File: src/rtl/hamming_tx.sv
// hamming_tx: serial Hamming(7,4) transmitter.
// Encodes an accepted nibble into a 7-bit codeword and sends it on one line.
// The frame is a start bit (0), then the codeword LSB first, then a stop bit (1).
// Each serial bit is held for CLKS_PER_BIT cycles.
//
// Optional build macro: HAMMING_ERR_INJECT_EN
//   When defined, err_pos_i (1..7) inverts that codeword position before sending.
//   When undefined, err_pos_i is ignored and the clean codeword is always sent.
//
// Ports:
//   clk        system clock, rising edge
//   rst        synchronous active-high reset
//   data_i     nibble to encode (d1 = data_i[0] .. d4 = data_i[3])
//   valid_i    data_i / err_pos_i valid
//   ready_o    idle and able to accept a nibble
//   err_pos_i  error-injection position, 0 = none
//   tx_o       serial line, idles high
//   word_o     codeword of the current or most recent frame, word_o[i-1] = position i
//   busy_o     frame in progress
//   done_o     one-cycle pulse in the last cycle of the stop bit
module hamming_tx #(
   parameter int unsigned CLKS_PER_BIT = 4
) (
   input  logic       clk,
   input  logic       rst,
   input  logic [3:0] data_i,
   input  logic       valid_i,
   output logic       ready_o,
   input  logic [2:0] err_pos_i,
   output logic       tx_o,
   output logic [6:0] word_o,
   output logic       busy_o,
   output logic       done_o
);

   localparam int unsigned CNT_W = $clog2(CLKS_PER_BIT + 1);
   localparam logic [CNT_W-1:0] CNT_LAST = CNT_W'(CLKS_PER_BIT - 1);
   // Second-to-last count; only used when a bit lasts at least two cycles.
   localparam logic [CNT_W-1:0] CNT_PEN  = CNT_W'(CLKS_PER_BIT - 2);
   localparam bit ONE_CYCLE = (CLKS_PER_BIT == 1);

   typedef enum logic [1:0] {
      IDLE,
      START,
      DATA,
      STOP
   } state_t;

   state_t           state;
   logic [CNT_W-1:0] cnt;
   logic [2:0]       bit_idx;
   logic [2:0]       next_idx_c;
   logic [6:0]       code_c;
   logic [6:0]       word_c;

   // Hamming(7,4) encoder: positions 1..7 = p1, p2, d1, p3, d2, d3, d4.
   always_comb begin
      logic p1, p2, p3;
      p1     = data_i[0] ^ data_i[1] ^ data_i[3];
      p2     = data_i[0] ^ data_i[2] ^ data_i[3];
      p3     = data_i[1] ^ data_i[2] ^ data_i[3];
      code_c = {data_i[3], data_i[2], data_i[1], p3, data_i[0], p2, p1};
   end

`ifdef HAMMING_ERR_INJECT_EN
   // One-hot at bit k for err_pos_i = k; bit 0 (k = 0) is dropped, giving no flip.
   logic [7:0] flip_c;
   assign flip_c = 8'd1 << err_pos_i;
   assign word_c = code_c ^ flip_c[7:1];
`else
   logic unused_err_pos;
   assign unused_err_pos = ^err_pos_i;
   assign word_c         = code_c;
`endif

   assign next_idx_c = bit_idx + 3'd1;

   // Frame sequencer; every output is a register updated alongside the state.
   always_ff @(posedge clk) begin
      if (rst) begin
         state   <= IDLE;
         cnt     <= '0;
         bit_idx <= '0;
         tx_o    <= 1'b1;
         ready_o <= 1'b1;
         busy_o  <= 1'b0;
         done_o  <= 1'b0;
         word_o  <= '0;
      end else begin
         case (state)
            IDLE: begin
               if (valid_i && ready_o) begin
                  state   <= START;
                  word_o  <= word_c;
                  tx_o    <= 1'b0;
                  ready_o <= 1'b0;
                  busy_o  <= 1'b1;
                  cnt     <= '0;
               end
            end
            START: begin
               if (cnt == CNT_LAST) begin
                  state   <= DATA;
                  cnt     <= '0;
                  bit_idx <= '0;
                  tx_o    <= word_o[0];
               end else begin
                  cnt <= cnt + 1'b1;
               end
            end
            DATA: begin
               if (cnt == CNT_LAST) begin
                  cnt <= '0;
                  if (bit_idx == 3'd6) begin
                     state  <= STOP;
                     tx_o   <= 1'b1;
                     // A one-cycle stop bit is also its own last cycle.
                     done_o <= ONE_CYCLE;
                  end else begin
                     bit_idx <= next_idx_c;
                     tx_o    <= word_o[next_idx_c];
                  end
               end else begin
                  cnt <= cnt + 1'b1;
               end
            end
            STOP: begin
               if (cnt == CNT_LAST) begin
                  state   <= IDLE;
                  cnt     <= '0;
                  bit_idx <= '0;
                  done_o  <= 1'b0;
                  ready_o <= 1'b1;
                  busy_o  <= 1'b0;
               end else begin
                  cnt    <= cnt + 1'b1;
                  // Raise done so it is visible in the final stop cycle.
                  done_o <= (cnt == CNT_PEN);
               end
            end
            default: begin
               state   <= IDLE;
               cnt     <= '0;
               bit_idx <= '0;
               tx_o    <= 1'b1;
               ready_o <= 1'b1;
               busy_o  <= 1'b0;
               done_o  <= 1'b0;
            end
         endcase
      end
   end

endmodule
File: config.mk
export PLATFORM = sky130hd
export DESIGN_NAME = hamming_tx
export DESIGN_NICKNAME = d
export VERILOG_FILES = /design/src/rtl/hamming_tx.sv
export SDC_FILE = /design/constraint.sdc
export NUM_CORES = 1
export LEC_CHECK = 0
export ABC_CLOCK_PERIOD_IN_PS = 2250
export CAP_MARGIN = 20
export CELL_PAD_IN_SITES_DETAIL_PLACEMENT = 1
export CELL_PAD_IN_SITES_GLOBAL_PLACEMENT = 1
export CORE_UTILIZATION = 38
export DETAILED_ROUTE_END_ITERATION = 12
export PLACE_DENSITY = 0.87
export SETUP_SLACK_MARGIN = 0.5
export SYNTH_ARGS = -nofsm -noshare
export SYNTH_HDL_FRONTEND = slang
export SYNTH_SLANG_ARGS = --single-unit
File: constraint.sdc
create_clock -name clk -period 2.25 [get_ports clk]
set_input_delay 0.3375 -clock clk [delete_from_list [all_inputs] [get_ports clk]]
set_output_delay 0.3375 -clock clk [all_outputs]
set_load 0.01 [all_outputs]
Word level (Yosys, flattened, before mapping)
Cells that the tools add are included.
{"block": "totals", "input_bits": 10, "ff_bits": 19, "wordCells": 73, "out_inout_bits": 11}
{"block": "op_classes", "eq_ne": 13, "magnitude_cmp": 1, "bitwise_logic": 6, "muxes": 29, "addsub": 2, "reduce_logical": 14}
{"cell": "3-bit two-way mux", "n": 5}
{"cell": "2-bit inequality test, second input constant", "n": 6}
{"cell": "3-bit case mux with 2 select lines", "n": 2}
{"cell": "1-bit two-way mux", "n": 11}
{"cell": "2-bit two-way mux", "n": 5}
{"cell": "2-bit case mux with 4 select lines", "n": 1}
{"cell": "4-bit AND reduction", "n": 2}
{"cell": "3-bit by 1-bit adder with 3-bit output, second input constant", "n": 2}
{"cell": "3-bit by 2-bit equality test with 1-bit output, second input constant", "n": 2}
{"cell": "1-bit case mux with 2 select lines", "n": 3}
{"cell": "3-bit AND reduction", "n": 2}
{"cell": "2-bit nonzero test", "n": 3}
{"cell": "1-bit bitwise XOR", "n": 6}
{"cell": "5-bit AND reduction", "n": 1}
{"cell": "2-bit equality test, second input constant", "n": 2}
{"cell": "3-bit by 4-bit less-than comparator with 1-bit output, second input constant", "n": 1}
{"cell": "1-bit binary-select mux with 3-bit select", "n": 1}
{"cell": "3-bit equality test, second input constant", "n": 1}
{"cell": "1-bit case mux with 3 select lines", "n": 1}
{"cell": "3-bit nonzero test", "n": 1}
{"cell": "3-bit OR reduction", "n": 1}
{"cell": "2-bit by 1-bit equality test with 1-bit output, second input constant", "n": 1}
{"cell": "2-bit zero test", "n": 1}
{"cell": "2-bit by 1-bit inequality test with 1-bit output, second input constant", "n": 1}
{"cell": "other kinds (3)", "n": 3}

Longest topological paths before layout
{"block": "depth", "word_depth": 6, "mapped_depth": 7, "mapped_depth_nobuf": 6}

Least setup slack after synthesis
No wires, ideal clock.
{"block": "synth_path", "path_kind": "register to register", "startpoint": "register state[0]", "endpoint": "register tx_o", "path_buffers": 1, "setup_ns": 0.128, "slack_ns": 0.554, "path_stages_with_launch": 8, "period_less_slack_ns": 1.696, "arrival_ns": 1.568, "t_required_ns": 2.122, "cell_sequence": "dfxtp_1 inv_1 ha_1 buf_6 or2_1 a211oi_2 mux2i_1 o211ai_1"}
{"block": "synth_via", "elab_chain_len": 3, "word_cells_on_any_way": 9, "cone_classes": "5 x eq/ne; 1 x mux; 3 x reduce/logical"}
{"element": "start, declared", "line_no": "49", "source": "state_t state;"}
{"element": "start signal, assigned", "line_no": "81", "source": "state <= IDLE;"}
{"element": "start signal, assigned", "line_no": "93", "source": "state <= START;"}
{"element": "start signal, assigned", "line_no": "103", "source": "state <= DATA;"}
{"element": "2-bit by 1-bit equality test with 1-bit output, or another cell as far along", "line_no": "90", "source": "case (state)"}
{"element": "2-bit inequality test (no line) or 3-bit nonzero test (tied branches)"}
{"element": "4-bit AND reduction (no line)"}
{"element": "end signal, assigned", "line_no": "106", "source": "tx_o <= word_o[0];"}
{"element": "end signal, assigned", "line_no": "121", "source": "tx_o <= word_o[next_idx_c];"}
{"element": "end, declared", "line_no": "30", "source": "output logic tx_o,"}
Several ways; a longest one is shown, not always the timed one.
A chain may end at the register's enable or synchronous reset.

Worst setup path after layout
{"block": "layout_path", "startpoint": "register state[0]", "endpoint": "register bit_idx[0]"}
{"block": "layout_via", "elab_chain_len": 4, "word_cells_on_any_way": 10, "cone_classes": "6 x eq/ne; 1 x mux; 3 x reduce/logical"}
{"element": "2-bit equality test or 2-bit by 1-bit equality test with 1-bit output (tied branches)", "line_no": "90"}
{"element": "2-bit OR reduction (no line)"}
{"element": "2-bit by 1-bit inequality test with 1-bit output (no line) or 2-bit nonzero test (tied branches)"}
{"element": "4-bit AND reduction (no line)"}
{"element": "end signal, assigned", "line_no": "120", "source": "bit_idx <= next_idx_c;"}
{"element": "end, declared", "line_no": "51", "source": "logic [2:0] bit_idx;"}
Several ways; a longest one is shown, not always the timed one.

==> results.ini <==
[final_layout]
finalNetCount = 172
final_cell_area_mm2 = 0.001356
diodes = 0
drive_above_1_share_pct = 9.934
syn2layout_area_growth_pct = 20.04
layout_common_cells = 17 x a21oi_1, 17 x nand2_1, 17 x clkdlybuf4s50_1

[die]
dieArea_mm2 = 0.003195
rows = 19
start_util_pct = 40.62
die_h_um = 56.53
die_x_um = 56.53
core_area_mm2 = 0.002781
pin_count = 21

[global_routing]
use_met3_pct = 2.995
use_met1_pct = 24.00
met2_usage_pct = 34.12
grt_use_total_pct = 19.69
grt_max_degree = 11
grt-busiest-layer = met2
grt_pass1_wl_mm = 4.836
grt_pass1_vias = 1048
grt_overflow = 0
grt_antenna_before_repair = 0

[drt]
via_count = 1021
antenna_left = 0
viasPerCell = 5.610
drt-initial-drc-count = 15
wire_per_inst_um = 16.19
wl_mm = 2.947
firstDrtPassIters = 4
drc = 0

[logic_synthesis]
synthCells = 134
syn_area_per_cell_um2 = 8.432
synth_nets = 154
syn-cell-area_mm2 = 0.001130
ys_warn_count = 0
ys_ff_latch = 19
seq_area_frac_synth_pct = 33.67
yosysUniqueCellTypes = 37

[timing]
setup_tns_ns = 0
fmax_ghz = 0.5941
slew_violations = 0
setup_viol = 0
slew-limit-headroom_pct = 73.92
fin_crit_ns = 1.683
min_period_over_period_pct = 74.81
skew_ns = 0.003860
worst_pin_slew_ns = 0.3890
rsz0062_at_grt = yes
final_hold_viol_count = 0

[critical_path]
path_max_fanout = 9
critPathCaptureType = flop
criticalPathCategory = flop to flop
worstSetupStartpointType = flop
cp.arrival_ns = 1.93
crit_path_cell_trace = inv_1, ha_2, nor3_4, a21oi_2, or4_1, a21oi_1
critPathRequiredTime_ns = 2.49
slowest_stage = or4_1
slowest_delay_ns = 0.43
critical_path.top_delay_family = simple AND/OR/NAND/NOR gates
path_buf_inv = 1

[clock_network]
clockBufferDepth = 2
cts_tree = done
ctsHoldBuffers = 0
worst_skew_pair.late_latency_ns = 0.31
clockRootBuffer = clkbuf_4
htree_levels = 1
clkSinkCount = 19
cts_buffers = 3
path_clk_slew_ns = 0.11

[outcome]
outcome = finished clean

[power]
p_leak_nw = 0.5344
power.density_mw_per_mm2 = 1020
vdd_ir_drop_max_uv = 515.7

[place]
hpwl_mm = 2.269
io_buffers = 17
place_congestion = 0.8722
placed_area_mm2 = 0.001320

[flow_run]
maxCapViolations = 0

[min_path]
min_path_type = flop to flop

[per-stage QoR]
stage | utilization (%) | power [mW] | worst slack, ns | cells | hold slack [ns]
after floorplan | - | 0.9750 | 0.5541 | 134 | 0.4735
after global placement | 47.46 | 1.150 | 0.4451 | 178 | 0.4654
after detailed placement | 47.46 | 1.193 | 0.3477 | 178 | 0.4683
after CTS | 48.54 | 1.385 | 0.5109 | 182 | 0.4813
after global routing | 48.76 | 1.488 | 0.4670 | 182 | 0.5027
final | 48.76 | 1.384 | 0.5668 | 182 | 0.4776
[repair_timing]
item | CTS | global route
gates resized for setup | 2 | 4
setup endpoints to repair | 2 | 3
buffers inserted | 0 | 0
gates cloned | 0 | 0
pin swaps | 0 | 1
[final timing paths]
kind	startpoint	depth (start not counted)	end	slack, ns
max	state[0]$_SDFFE_PP0P_	6	bit_idx[0]$_SDFFE_PP0P_	0.57
min	word_o[5]$_SDFFE_PP0P_	2	word_o[5]$_SDFFE_PP0P_	0.48
max reg2reg	state[0]$_SDFFE_PP0P_	6	bit_idx[0]$_SDFFE_PP0P_	0.57
min reg2reg	word_o[5]$_SDFFE_PP0P_	2	word_o[5]$_SDFFE_PP0P_	0.48
[layout make-up]
type	instances	area [um2]
Sequential cell	19	387.9
Inverter	5	18.77
Fill cell	325	1425
Multi-Input combinational cell	105	706.9
Tap cell	31	38.79
Timing Repair Buffer	18	177.7
Clock buffer	4	26.28
[worst register-to-register path, delay by kind of cell (launching register included)]
family | cells | cell delay (ns)
and+or+nand+nor | 2 | 0.67
adders and majority gates | 1 | 0.26
AOI/OAI and AO/OA | 2 | 0.21
buffers and inverters | 1 | 0.08
DFF | 1 | 0.40
[state kept, by name, indices dropped and copies added (netlist names)]
name     flops
cnt          3
tx_o         1
ready_o      1
word_o       7
busy_o       1
bit_idx      3
done_o       1
state        2
[kinds of logic (layout without fill, tap and decap cells)]
group / after synthesis / in the layout / share of synthesized area (%)
adders and majority gates: 10 / 10 / 11.07
xor gates and xnor gates: 5 / 5 / 3.877
muxes: 4 / 4 / 4.651
buffers and inverters: 10 / 27 / 3.986
DFF: 19 / 19 / 33.67
and+or+nand+nor: 49 / 49 / 22.92
AOI/OAI and AO/OA: 37 / 37 / 19.82
[cells in the mapped netlist]
cell      instances  area [um2]
nand2b_1          1       6.260
nor2b_1           4       25.02
mux4_2            1       22.52
or2_1             1       6.260
nor4_1            2       12.51
o22ai_1           2       12.51
clkbuf_1          4       15.01
ha_1             10       125.1
a31oi_1           1       6.260
buf_6             1       11.26
nor4bb_1          1       10.01
or4_1             1       7.510
a211oi_2          1       12.51
a21oi_1          17       85.08
xnor2_1           2       17.52
nor3b_1           1       7.510
and2_1            1       6.260
nand3_1           4       20.02
inv_1             5       18.77
a21boi_2          1       11.26
and2b_1           1       7.510
and3_1            4       25.02
nand3b_1          1       7.510
a21oi_2           1       8.760
o21bai_1          2       15.01
o21ba_2           1       10.01
o21ai_1           1       5.000
mux2i_1           3       30.03
a21boi_0          1       7.510
nand2_1          17       63.81
xor2_1            3       26.28
dfxtp_1          19       380.4
o21ai_0           7       35.03
o211ai_1          2       15.01
nor3_1            3       15.01
nor2_1            6       22.52
nor3_4            1       16.27
[layer usage]
| layer | wire (um) | part of all wire, % | vias to the layer above |
|---|---|---|---|
| met5 | 0 | 0 | - |
| met4 | 52 | 1.8 | 0 |
| met1 | 1344 | 46 | 498 |
| met3 | 47 | 1.6 | 5 |
| met2 | 1503 | 51 | 10 |
| li1 | - | - | 508 |
[where the power goes]
part	switching, mW	internal (mW)
clock	0.110	0.0693
combinational	0.388	0.318
sequential	0.0797	0.418
No activity file was read; power rests on OpenSTA's default activity.
